===== src/rtl/imem_loader.sv =====
// Byte-stream program loader: 16-bit word count, then big-endian words written to instruction memory.
// Optional trailing XOR checksum byte is enabled by defining IMEM_LOADER_CHECKSUM_EN.
module imem_loader #(
   parameter int unsigned MAX_WORDS = 1024,
   parameter logic [31:0] BASE_ADDR = 32'h0000_0000
) (
   input  logic        clk,
   input  logic        rst_n,
   input  logic        load_start,
   input  logic        in_valid,
   input  logic [7:0]  in_data,
   output logic        in_ready,
   output logic        imem_we,
   output logic [31:0] imem_addr,
   output logic [31:0] imem_wdata,
   output logic        busy,
   output logic        done,
   output logic        err
);

   typedef enum logic [2:0] {
      IDLE, LEN_HI, LEN_LO, DATA, WRITE, FIN
`ifdef IMEM_LOADER_CHECKSUM_EN
      , CHK
`endif
   } state_t;

`ifdef IMEM_LOADER_CHECKSUM_EN
   localparam state_t END_STATE = CHK;
`else
   localparam state_t END_STATE = FIN;
`endif

   localparam logic [16:0] MAX_W = 17'(MAX_WORDS);

   state_t      state, state_nxt;
   logic [15:0] count;
   logic [15:0] idx;
   logic [31:0] word;
   logic [1:0]  bcnt;
   logic        xfer;
   logic [15:0] n_full;
   logic        oversize;
`ifdef IMEM_LOADER_CHECKSUM_EN
   logic [7:0]  chk;
`endif

   assign xfer     = in_valid & in_ready;
   assign n_full   = {count[15:8], in_data};
   assign oversize = {1'b0, n_full} > MAX_W;

   always_ff @(posedge clk or negedge rst_n) begin
      if (!rst_n) state <= IDLE;
      else        state <= state_nxt;
   end

   always_comb begin
      state_nxt = state;
      case (state)
         IDLE:   if (load_start) state_nxt = LEN_HI;
         LEN_HI: if (xfer) state_nxt = LEN_LO;
         LEN_LO: if (xfer) begin
            if (n_full == 16'd0) state_nxt = END_STATE;
            else if (oversize)   state_nxt = FIN;
            else                 state_nxt = DATA;
         end
         DATA:   if (xfer && bcnt == 2'd3) state_nxt = WRITE;
         WRITE:  state_nxt = (idx == count - 16'd1) ? END_STATE : DATA;
`ifdef IMEM_LOADER_CHECKSUM_EN
         CHK:    if (xfer) state_nxt = FIN;
`endif
         FIN:    state_nxt = IDLE;
         default: state_nxt = IDLE;
      endcase
   end

   always_comb begin
      in_ready = 1'b0;
      imem_we  = 1'b0;
      done     = 1'b0;
      busy     = (state != IDLE);
      case (state)
         LEN_HI, LEN_LO, DATA: in_ready = 1'b1;
`ifdef IMEM_LOADER_CHECKSUM_EN
         CHK:                  in_ready = 1'b1;
`endif
         WRITE:                imem_we  = 1'b1;
         FIN:                  done     = 1'b1;
         default: ;
      endcase
   end

   // Address/data are captured with the 4th byte so they are stable during WRITE and hold afterwards.
   always_ff @(posedge clk or negedge rst_n) begin
      if (!rst_n) begin
         count      <= '0;
         idx        <= '0;
         word       <= '0;
         bcnt       <= '0;
         imem_addr  <= BASE_ADDR;
         imem_wdata <= '0;
         err        <= 1'b0;
`ifdef IMEM_LOADER_CHECKSUM_EN
         chk        <= '0;
`endif
      end else begin
         case (state)
            IDLE: if (load_start) begin
               err  <= 1'b0;
               idx  <= '0;
               bcnt <= '0;
               word <= '0;
`ifdef IMEM_LOADER_CHECKSUM_EN
               chk  <= '0;
`endif
            end
            LEN_HI: if (xfer) count[15:8] <= in_data;
            LEN_LO: if (xfer) begin
               count[7:0] <= in_data;
               if (oversize) err <= 1'b1;
            end
            DATA: if (xfer) begin
               word <= {word[23:0], in_data};
               bcnt <= bcnt + 2'd1;
`ifdef IMEM_LOADER_CHECKSUM_EN
               chk  <= chk ^ in_data;
`endif
               if (bcnt == 2'd3) begin
                  imem_addr  <= BASE_ADDR + {14'd0, idx, 2'b00};
                  imem_wdata <= {word[23:0], in_data};
               end
            end
            WRITE: idx <= idx + 16'd1;
`ifdef IMEM_LOADER_CHECKSUM_EN
            CHK: if (xfer && in_data != chk) err <= 1'b1;
`endif
            default: ;
         endcase
      end
   end

endmodule

===== config.mk =====
export PLATFORM = sky130hd
export DESIGN_NAME = imem_loader
export DESIGN_NICKNAME = d
export VERILOG_FILES = /design/src/rtl/imem_loader.sv
export SDC_FILE = /design/constraint.sdc
export NUM_CORES = 1
export LEC_CHECK = 0
export ABC_AREA = 1
export CORE_AREA = 4 4 150 152
export CTS_CLUSTER_SIZE = 30
export DETAILED_ROUTE_END_ITERATION = 10
export DIE_AREA = 0 0 154 156
export DONT_BUFFER_PORTS = 1
export PLACE_DENSITY = 0.48
export SYNTH_ARGS = -nofsm -noshare
export SYNTH_HDL_FRONTEND = slang
export SYNTH_SLANG_ARGS = --single-unit
export TNS_END_PERCENT = 10

===== constraint.sdc =====
create_clock -name clk -period 2.1 [get_ports clk]
set_input_delay 0.42 -clock clk [delete_from_list [all_inputs] [get_ports clk]]
set_output_delay 0.42 -clock clk [all_outputs]
set_load 0.01 [all_outputs]

==> summary.md <==
| Metric | Value |
|---|---|
| Number of slew-limit violations in the final report | 0 |
| Critical Path Source Type | flop |
| Final wirelength | roughly 13000 um |
| Cell count after synthesis | ~620 |
| Biggest area consumer among synthesized cells | dfrtp_1 |
| Worst setup skew after layout | 0.01603 ns |
| DIE AREA | 24020 um^2 |
| Start point of the critical path | count[0] |
| Post-layout instance count excluding filler cells | 901 |
| Effective utilization at floorplan | 0.2477 |
| Critical path start-end classification | flop to flop |
| Number of remaining DRC errors | 0 |
| Number of antenna violations at the first check in global routing | 0 |
| Top_reg_cell synth | dfrtp_1 |
| Kind of end point of the critical path | flop |
| Part of the Yosys area used for sequential elements | 0.5286 |
| Detail-routed via count per cell | approximately 4.3 |
| Required time of the critical path | 2.34 ns |
| Post-CTS setup buffers | 0 |
| Crit-path max FO | 5 |
| Final-layout worst hold slack | -0.2422 ns |
| Number of synthesized register bits | 110 |
| TNS Setup | 0 ns |
| Number of ports placed on the die boundary | 81 |
| Placed instance count | 885 |
| Total of endpoints with negative setup slack in the final report | 0 |
| Power density over cell area | 1175 nW/um^2 |
| Worst-case vdd ir drop | ~540 uV |
| Core Rows | 53 |
| Syn_area_per_cell | 8.372 um^2 |
| DRC violation total after the first TritonRoute iteration | 155 |
| Clock transition at the registers of the reported paths | 0.08 ns |
| Global-route total usage across every layer | 0.1099 |
| Min cycle time layout | 1.856 ns |
| Core utilization of the finished layout | 0.2747 |
| Post-synth design cell area | ~5200 um^2 |
| Remaining global-route overflow | 0 |
| Pin count of the biggest net entering global routing | 111 |
| Antenna violation net count after detailed routing | 0 |
| Cell area after layout | 5774 um^2 |
| Critical path data arrival time | 2.10 ns |
| Share of post-route cells with drive strength above 1 | 0.08786 |
| Result of the run | finished with violations |
| Number of enable flip-flop cells after synthesis | 0 |
| Die Wd | between 150 and 200 um |
| Worst hold path class | input port to async pin |
| Maximum buffer depth of the clock tree | 2 |
| Leakage component of the power | ~2.7 nW |
| Hold Vio Cnt, Final | 110 |
| Max-cap check violation count | 0 |
| CTS tree | done |
| Post-synth ARST share | 1.000 |
| HPWL after DPL | 9393 um |
| Inserted Clock Buffers | 9 |
| Die span in y | ~160 um |
| Diode insertion count for antenna repair | 0 |
| Normalized max-slew margin | 0.6640 |
| Router iterations before antenna repair | 4 |
| Slew @ Worst Pin | about 0.5 ns |
| Number of global-route vias before repair | 3690 |
| Count of buffers inserted at the top-level ports | 0 |
| Count of nets after finishing | 636 |
| Num Clock Sinks | between 100 and 150 |
| Total number of yosys warnings | 0 |
| Via count | between 3000 and 4000 |
| Cell types with the largest area share after synthesis | dfrtp_1 (53%), nand2_1 (11%), o21ai_0 (7.4%) |
| Placed Area | 5461 um^2 |
| Worst-Skew Late Latency | 0.36 ns |
| Crit share post-route | 0.8840 |
| RR Startpoint | count[0] |
| Number of distinct library cell variants in the gate-level netlist after synthesis | 33 |
| Clock tree root driver cell | clkbuf_16 |
| Std-Cell Core Area | 21020 um^2 |
| Upper clock frequency limit | 0.5387 GHz |
| Routed wire per std cell | 14.60 um |
| Violated checks | hold timing |
| Setup repair after global routing missed its margin | no |
| First-pass GRT wire length | 20980 um |
| Post-synth top area share | 0.5286 |
| Area Overhead vs Synth | 10.88% |
| Global placement routability congestion | 0.7678 |
| Maximum level of the CTS H-tree | 3 |
area by class of cell:
type | count | area (um^2)
sequential | 110 | 2753
clock buffer | 9 | 225.2
tap | 275 | 344.1
timing repair buffer | 7 | 65.06
clock inverter | 7 | 77.57
inverter | 92 | 345.3
fill | 2257 | 15250
multi-input combinational | 401 | 1964
worst max-delay path, stage by stage, from the launching register on:
cell and delay (ns):
dfrtp_1 0.40, inv_2 0.11, ha_2 0.22, inv_2 0.05, nor2_2 0.11, nand3_2 0.12, nor2_1 0.11, nand2_1 0.05
nand2_1 0.07, nand2_1 0.04, inv_1 0.04, nand2_1 0.05, nor2_2 0.09, nand3_1 0.08, nand2_1 0.07, nand2_1 0.05
nand2_1 0.05, nand2_1 0.04
final timing paths:
check,slack [ns],to,cells after the start
min,-0.24,imem_addr[3],0
min reg2reg,0.50,idx[8],1
max in group asynchronous,2.16,state[0],0
max,0.24,state[1],17
min in group clk,0.19,count[5],2
max reg2reg,0.24,state[1],17
cell usage after synthesis, types with 7 or more instances:
cell type  instances
a21oi_1            9
buf_2              9
buf_4             18
dfrtp_1          110
inv_1             86
nand2_1          157
nand3_1           18
nand4_1            7
nor2_1            34
nor2_2            13
o21ai_0           77
o22ai_1           29
xor2_1             9
state kept, by name, indices dropped and copies added, names as in the netlist:
register	count
word	24
imem_addr	16
state	3
count	16
err	1
bcnt	2
idx	16
imem_wdata	32
metal layers:
layer  wire (um)  track usage  up-vias  share of wire
met5           0            0        -              0
met4         120      0.02523        0         0.0091
met3         741      0.03689        9          0.056
met2        6029       0.1753       73           0.46
met1        6262       0.1454     1803           0.48
li1            -            -     1955              -
stage by stage:
step	total power [mW]	hold WS, ns	setup WS, ns
3_3_place_gp	5.117	0.1269	0.2312
4_1_cts	6.874	-0.2574	0.1467
5_1_grt	7.340	-0.2670	0.02222
3_5_place_dp	5.113	0.1270	0.1743
6_report	6.787	-0.2422	0.2437
2_1_floorplan	4.586	0.1244	0.3995
logic make-up after synthesis:
group / synth area share
multiplexers: 0.001922
AND/OR/NAND/NOR: 0.2050
other: 0.0007201
XOR/XNOR: 0.02114
buffers and inverters: 0.1074
flip-flops: 0.5286
adder cells (fa/ha/maj): 0.007209
AO/OA/AOI/OAI: 0.1281
cells in the final DEF, fill, tap and decap left out, drive strengths merged, types with 9 or more instances in the layout:
cell | Yosys | layout
a21oi | 9 | 9
clkbuf | 6 | 9
conb | 1 | 16
dfrtp | 110 | 110
inv | 92 | 95
nand2 | 160 | 160
nand3 | 18 | 18
nor2 | 48 | 48
nor3 | 10 | 10
o21ai | 80 | 80
o22ai | 29 | 29
xor2 | 9 | 9
power breakdown:
part           switching, mW  total [mW]  internal [mW]
clock network          0.886        1.73          0.847
registers              0.415        2.94           2.52
logic                   1.41        2.12          0.708
repair_timing:
item,in CTS,in global routing
resized for setup,0,3
endpoints found under the setup margin,0,1
endpoints found under the hold margin,110,110
(Power assumes the default switching activity.)
